**src/rtl/bcd_updown_counter.sv**
```systemverilog
// Synchronous multi-digit BCD up/down counter with clear, load, terminal count and wrap pulse.
// Define BCD_CNT_SATURATE_EN to saturate at all-9 / all-0 instead of wrapping.
module bcd_updown_counter #(
  parameter int DIGITS = 4
) (
  input  logic                  clk,
  input  logic                  rst,
  input  logic                  en,
  input  logic                  up,
  input  logic                  clr,
  input  logic                  load,
  input  logic [4*DIGITS-1:0]   load_val,
  output logic [4*DIGITS-1:0]   q,
  output logic                  tc,
  output logic                  wrap,
  output logic                  err
);
  localparam int W = 4*DIGITS;

  logic [W-1:0]      q_reg, q_next;
  logic [W-1:0]      q_up, q_dn, q_ld;
  logic              wrap_reg, wrap_next;
  logic              err_reg, err_next;
  logic [DIGITS:0]   nine_chain, zero_chain;
  logic [DIGITS-1:0] bad_digit;
  logic              all_nine, all_zero;

  assign nine_chain[0] = 1'b1;
  assign zero_chain[0] = 1'b1;

  // Each digit steps only when every lower digit sits at its carry/borrow value.
  generate
    for (genvar gi = 0; gi < DIGITS; gi++) begin : g_digit
      logic [3:0] d, ld;
      assign d  = q_reg[4*gi +: 4];
      assign ld = load_val[4*gi +: 4];
      assign nine_chain[gi+1] = nine_chain[gi] & (d == 4'd9);
      assign zero_chain[gi+1] = zero_chain[gi] & (d == 4'd0);
      assign q_up[4*gi +: 4]  = !nine_chain[gi] ? d : ((d == 4'd9) ? 4'd0 : d + 4'd1);
      assign q_dn[4*gi +: 4]  = !zero_chain[gi] ? d : ((d == 4'd0) ? 4'd9 : d - 4'd1);
      assign bad_digit[gi]    = (ld > 4'd9);
      assign q_ld[4*gi +: 4]  = bad_digit[gi] ? 4'd0 : ld;
    end
  endgenerate

  assign all_nine = nine_chain[DIGITS];
  assign all_zero = zero_chain[DIGITS];

  always_comb begin
    q_next    = q_reg;
    wrap_next = 1'b0;
    err_next  = err_reg;
    if (clr) begin
      q_next = '0;
    end else if (load) begin
      q_next = q_ld;
      if (|bad_digit) err_next = 1'b1;
    end else if (en) begin
      if (up) begin
`ifdef BCD_CNT_SATURATE_EN
        if (!all_nine) q_next = q_up;
`else
        q_next    = q_up;
        wrap_next = all_nine;
`endif
      end else begin
`ifdef BCD_CNT_SATURATE_EN
        if (!all_zero) q_next = q_dn;
`else
        q_next    = q_dn;
        wrap_next = all_zero;
`endif
      end
    end
  end

  always_ff @(posedge clk) begin
    if (!rst) begin
      q_reg    <= '0;
      wrap_reg <= 1'b0;
      err_reg  <= 1'b0;
    end else begin
      q_reg    <= q_next;
      wrap_reg <= wrap_next;
      err_reg  <= err_next;
    end
  end

  assign q    = q_reg;
  assign wrap = wrap_reg;
  assign err  = err_reg;
  // Left ungated by clr/load so it can drive the next stage's enable directly.
  assign tc   = en & (up ? all_nine : all_zero);
endmodule

```
**config.mk**
```make
export PLATFORM = sky130hd
export DESIGN_NAME = bcd_updown_counter
export DESIGN_NICKNAME = d
export VERILOG_FILES = /design/src/rtl/bcd_updown_counter.sv
export SDC_FILE = /design/constraint.sdc
export NUM_CORES = 1
export LEC_CHECK = 0
export ABC_AREA = 1
export CELL_PAD_IN_SITES_DETAIL_PLACEMENT = 1
export CELL_PAD_IN_SITES_GLOBAL_PLACEMENT = 1
export CORE_UTILIZATION = 32
export CTS_CLUSTER_DIAMETER = 80
export DETAILED_ROUTE_END_ITERATION = 16
export GPL_TIMING_DRIVEN = 0
export PLACE_DENSITY = 0.82
export RECOVER_POWER = 100
export SETUP_SLACK_MARGIN = 0.3
export SLEW_MARGIN = 10
export SYNTH_ARGS = -nofsm -noshare
export SYNTH_HDL_FRONTEND = slang
export SYNTH_SLANG_ARGS = --single-unit
```
**constraint.sdc**
```tcl
create_clock -name clk -period 1.66 [get_ports clk]
set_input_delay 0.249 -clock clk [delete_from_list [all_inputs] [get_ports clk]]
set_output_delay 0.249 -clock clk [all_outputs]
set_load 0.01 [all_outputs]
```
# Word level (Yosys, flattened, before mapping)
# Index checks and enable logic that the tools add are counted.
dict set report word_totals {
  regBits 18
  output_inout_bits 19
}
dict set report op_classes {
  eq_ne 7
  mux 22
  n_addsub 8
  bitwise_logic 10
  n_lt_le_gt_ge 4
  n_reduce_logical 15
}
# cell n
set ops {}
lappend ops {{$mux W4} 18}
lappend ops {{$mux W16} 3}
lappend ops {{$add A4 B1 Y4 const B} 4}
lappend ops {{$eq A4 B4 Y1 const B} 4}
lappend ops {{$gt A4 B4 Y1 const B} 4}
lappend ops {{$logic_not A4 Y1} 4}
lappend ops {{$sub A4 B1 Y4 const B} 4}
lappend ops {{$reduce_and A3 Y1} 4}
lappend ops {{$ne A3 B1 Y1 const B} 3}
lappend ops {{$reduce_bool A3 Y1} 3}
lappend ops {{$reduce_or A4 Y1} 2}
lappend ops {{$and A1 B1 Y1} 7}
lappend ops {{$not A1 Y1} 3}
lappend ops {{$reduce_bool A2 Y1} 1}
lappend ops {{$reduce_or A2 Y1} 1}
lappend ops {{$mux W1} 1}

# Logic depth before layout (Yosys ltp)
dict set report depth {
  ltp_word 7
  depth_mapped 9
  mapped_depth_nobuf 9
}

# Least setup slack after synthesis
# OpenSTA, ideal clock, no wires.
dict set report synth_timing {
  path_kind {register to output}
  start {register q_reg[3] (netlist: q[3])}
  end {output port tc}
  path_stages_with_launch 8
  t_arrival_ns 1.129
  required_time_ns 1.411
  setup_slack_ns 0.282
  cell_sequence {dfxtp_1 -> nand2_1 -> nor2_1 -> nand3_1 -> nand3b_1 -> nand2_1 -> nand2_1 -> inv_1}
}
dict set report synth_between {
  elab_chain_len 6
}
# item line_no
set synth_rtl {}
lappend synth_rtl {{start: declaration} 20} ;# logic [W-1:0] q_reg, q_next;
lappend synth_rtl {{start signal: assignment} 83} ;# q_reg <= q_next;
lappend synth_rtl {{$eq A4 B4 Y1 / $logic_not A4 Y1 (equally long branches)} {37, 38}}
lappend synth_rtl {{$and A1 B1 Y1, on equally long branches (3 in a row)} {37, 38}}
lappend synth_rtl {{$mux W1 *} 93} ;# assign tc = en & (up ? all_nine : all_zero);
lappend synth_rtl {{$and A1 B1 Y1 *} 93}
lappend synth_rtl {{end: declaration} 14} ;# output logic tc,
# Mark *: on every way between the ends. The rest lies on a longest branch, timed or not.

# Worst setup path after layout
dict set report layout_timing {
  start {register q_reg[2] (netlist: q[2])}
  end {output port tc}
}
# The elaborated chain is that of the path after synthesis.

==> results by group <==
Placed design
  • Input/output buffers: 40
  • Hpwl dp: between 3000 and 4000 um
  • RePlAce Congestion: about 0.86
  • Placed Cells: roughly 350
  • Pre-CTS WS: -0.387 ns

Clocking
  • Hold-fix buffers, CTS: 0
  • TritonCTS sink count: 18
  • Root Buffer: clkbuf_8
  • H-tree levels: 1
  • CTS tree: yes
  • Clock-pin slew on the worst setup and hold paths: 0.08 ns
  • Total CTS buffers: 3
  • Clock latency at the later pin of the worst-skew pair: 0.27 ns
  • Clock tree buffer depth: 2

STA
  • Tcrit/Tclk final: 1.05
  • Final setup vio count: 1
  • Final min period: between 1.5 and 2 ns
  • Fmax: 0.574 GHz
  • Fin worst setup slack: -0.0808 ns
  • Final Hold Viols: 0
  • Worst-margin pin slew: 0.479 ns
  • Final Max Slew Viols: 0
  • Slew HR: 0.679
  • Clk_skew: 0.00178 ns
  • Setup TNS: -0.0808 ns
  • RSZ-0062 raised after global routing: yes

Setup path
  • Critical path fanouts, max: 5
  • Crit. End Element: primary output
  • Delay-heaviest family, CP: simple AND/OR/NAND/NOR gates
  • Max incr delay on CP: 0.38 ns
  • Crit path launch type: flip-flop
  • Worst path slowest cell: dfxtp_4
  • Critical path class: flip-flop to primary output
  • Crit path buf inv count: 3
  • R2R setup slack: ~0.010 ns
  • Crit path cell chain: inv_4, nand2_4, nor2_4, nand3_2, nand3b_1, nand2_1, nand2_2, inv_2, buf_6
  • Worst EP arrival: 1.49 ns
  • Worst path required time: 1.41 ns

Job
  • Maxcap violations: 0

Logic synthesis
  • Mapped Cells: 261
  • Sequential fraction of the synthesis area: 0.244
  • Netlist cell types: 28
  • Synthesized cell area: 1480 um2
  • YS warnings: 0
  • Synth Area per Inst: 5.65 um2
  • Register bit total from synthesis: 18
  • Syn_nets: 283

Layout
  • Fin nets: 344
  • Fraction of layout cells with a size suffix above 1: 0.249
  • N_diodes: 0
  • Final core utilization: 0.516
  • Flip-flop count of the largest register after layout: 16
  • Area Overhead vs Synth: 53.4%
  • Post-route non-filler standard cell count: 373

Run status
  • Run status: finished, violations left
  • Failing checks: negative setup slack

Floorplanning
  • Die area: 4890 um2
  • Core Region: about 4400 um2
  • Die height: ~70 um
  • Die span in x: 69.9 um
  • # rows: 24
  • Initial Util: 0.336
  • I/O pins: 41

Power
  • P_leak: 1.11 nW
  • VDD IR max: 0.449 mV
  • PD cells: 612 nW/um2

Route
  • Vias: 1,950
  • WL final: roughly 5600 um
  • DR iter-0 viols: 69
  • Post-route ant nets: 0
  • Routed len/inst: 15.0 um
  • Initial DRT Pass Iterations: 4
  • Drt via density: between 5 and 6
  • Drt drc: 0

Global route
  • Largest net degree at the start of global routing: 11
  • Vias in the first global route: 2,049
  • Antenna violations before repair: 0
  • First-pass GRT wire length: 9520 um
  • GRT Util Overall: 0.240
  • Overflow after GRT: 0

Min path
  • Hold/Removal Path Class: flip-flop to flip-flop
==> power by group <==
part	internal (mW)	total, mW	switching, mW	leakage [nW]
Combinational	0.220	0.502	0.282	0.928
Sequential	0.449	0.486	0.0368	0.156
Clock	0.212	0.398	0.186	0.0288
Total	0.882	1.39	0.505	1.11
==> repair_timing <==
action | CTS | global route
pin swaps | 13 | 6
endpoints found under the setup margin | 36 | 19
resized for setup | 83 | 19
buffers inserted | 15 | 1
==> synthesized netlist by cell type (all sizes together) <==
cell type  instances  share of area
a21oi              7          0.024
a31oi              3          0.013
buf                2          0.011
clkbuf             2         0.0051
dfxtp             18           0.24
inv               32          0.081
nand2             83           0.22
nand3             31           0.12
nand3b             1         0.0051
nand4              3          0.013
nor2              44           0.13
nor3               3          0.010
nor4               1         0.0042
o211ai             7          0.036
o21ai             21          0.074
o221ai             1         0.0059
xnor2              1         0.0059
xor2               1         0.0059
==> through the flow <==
stage / hold WS [ns] / total power [mW] / instance area [um2]
2_1_floorplan: 0.359 / 0.743 / 1480
3_3_place_gp: 0.436 / 0.911 / 1940
3_5_place_dp: 0.438 / 0.922 / 1940
4_1_cts: 0.449 / 1.37 / 2220
5_1_grt: 0.477 / 1.47 / 2260
6_report: 0.444 / 1.39 / 2260
==> area by class of cell <==
| class | instances | area, um2 |
|---|---|---|
| fill | 609 | 2120 |
| clock buffer | 4 | 55.1 |
| timing repair buffer | 56 | 514 |
| multi-input combinational | 207 | 1080 |
| tap | 52 | 65.1 |
| sequential | 18 | 402 |
| buffer | 4 | 20.0 |
| inverter | 32 | 123 |
==> placed cells by master, fill, tap and decap left out, drive strengths merged, types with 3 or more instances in the layout <==
| cell type | count |
|---|---|
| nand3 | 31 |
| a21oi | 7 |
| o211ai | 7 |
| nand4 | 3 |
| dlygate4sd2 | 16 |
| nor3 | 3 |
| clkdlybuf4s50 | 18 |
| a31oi | 3 |
| nand2 | 83 |
| inv | 32 |
| o21ai | 21 |
| clkbuf | 6 |
| nor2 | 44 |
| dfxtp | 18 |
| buf | 20 |
==> kinds of logic (layout without fill, tap and decap cells) <==
logic type / after synthesis / in the layout / share of synthesized area
compound gates: 39 / 39 / 0.152
xor+xnor: 2 / 2 / 0.0119
buf+inv: 36 / 96 / 0.0975
flops: 18 / 18 / 0.244
simple gates: 166 / 166 / 0.494
==> per-layer routing <==
metal / GRT usage / wire length (um)
met5: 0 / 0
met1: 0.285 / 2490
met3: 0.0332 / 132
met2: 0.456 / 2940
met4: 0.0467 / 44
==> worst min-delay path, stage by stage (launching register included) <==
cell and delay (ns):
dfxtp_1 0.31, nand2_1 0.05, nand2_1 0.04
==> final timing paths <==
kind | startpoint | end | cells after the start
worst max-delay path | q[2] | tc | 9
worst min-delay path | err | err | 2
worst max register to register | q[2] | wrap | 12
worst min register to register | err | err | 2
(Power assumes the default switching activity.)
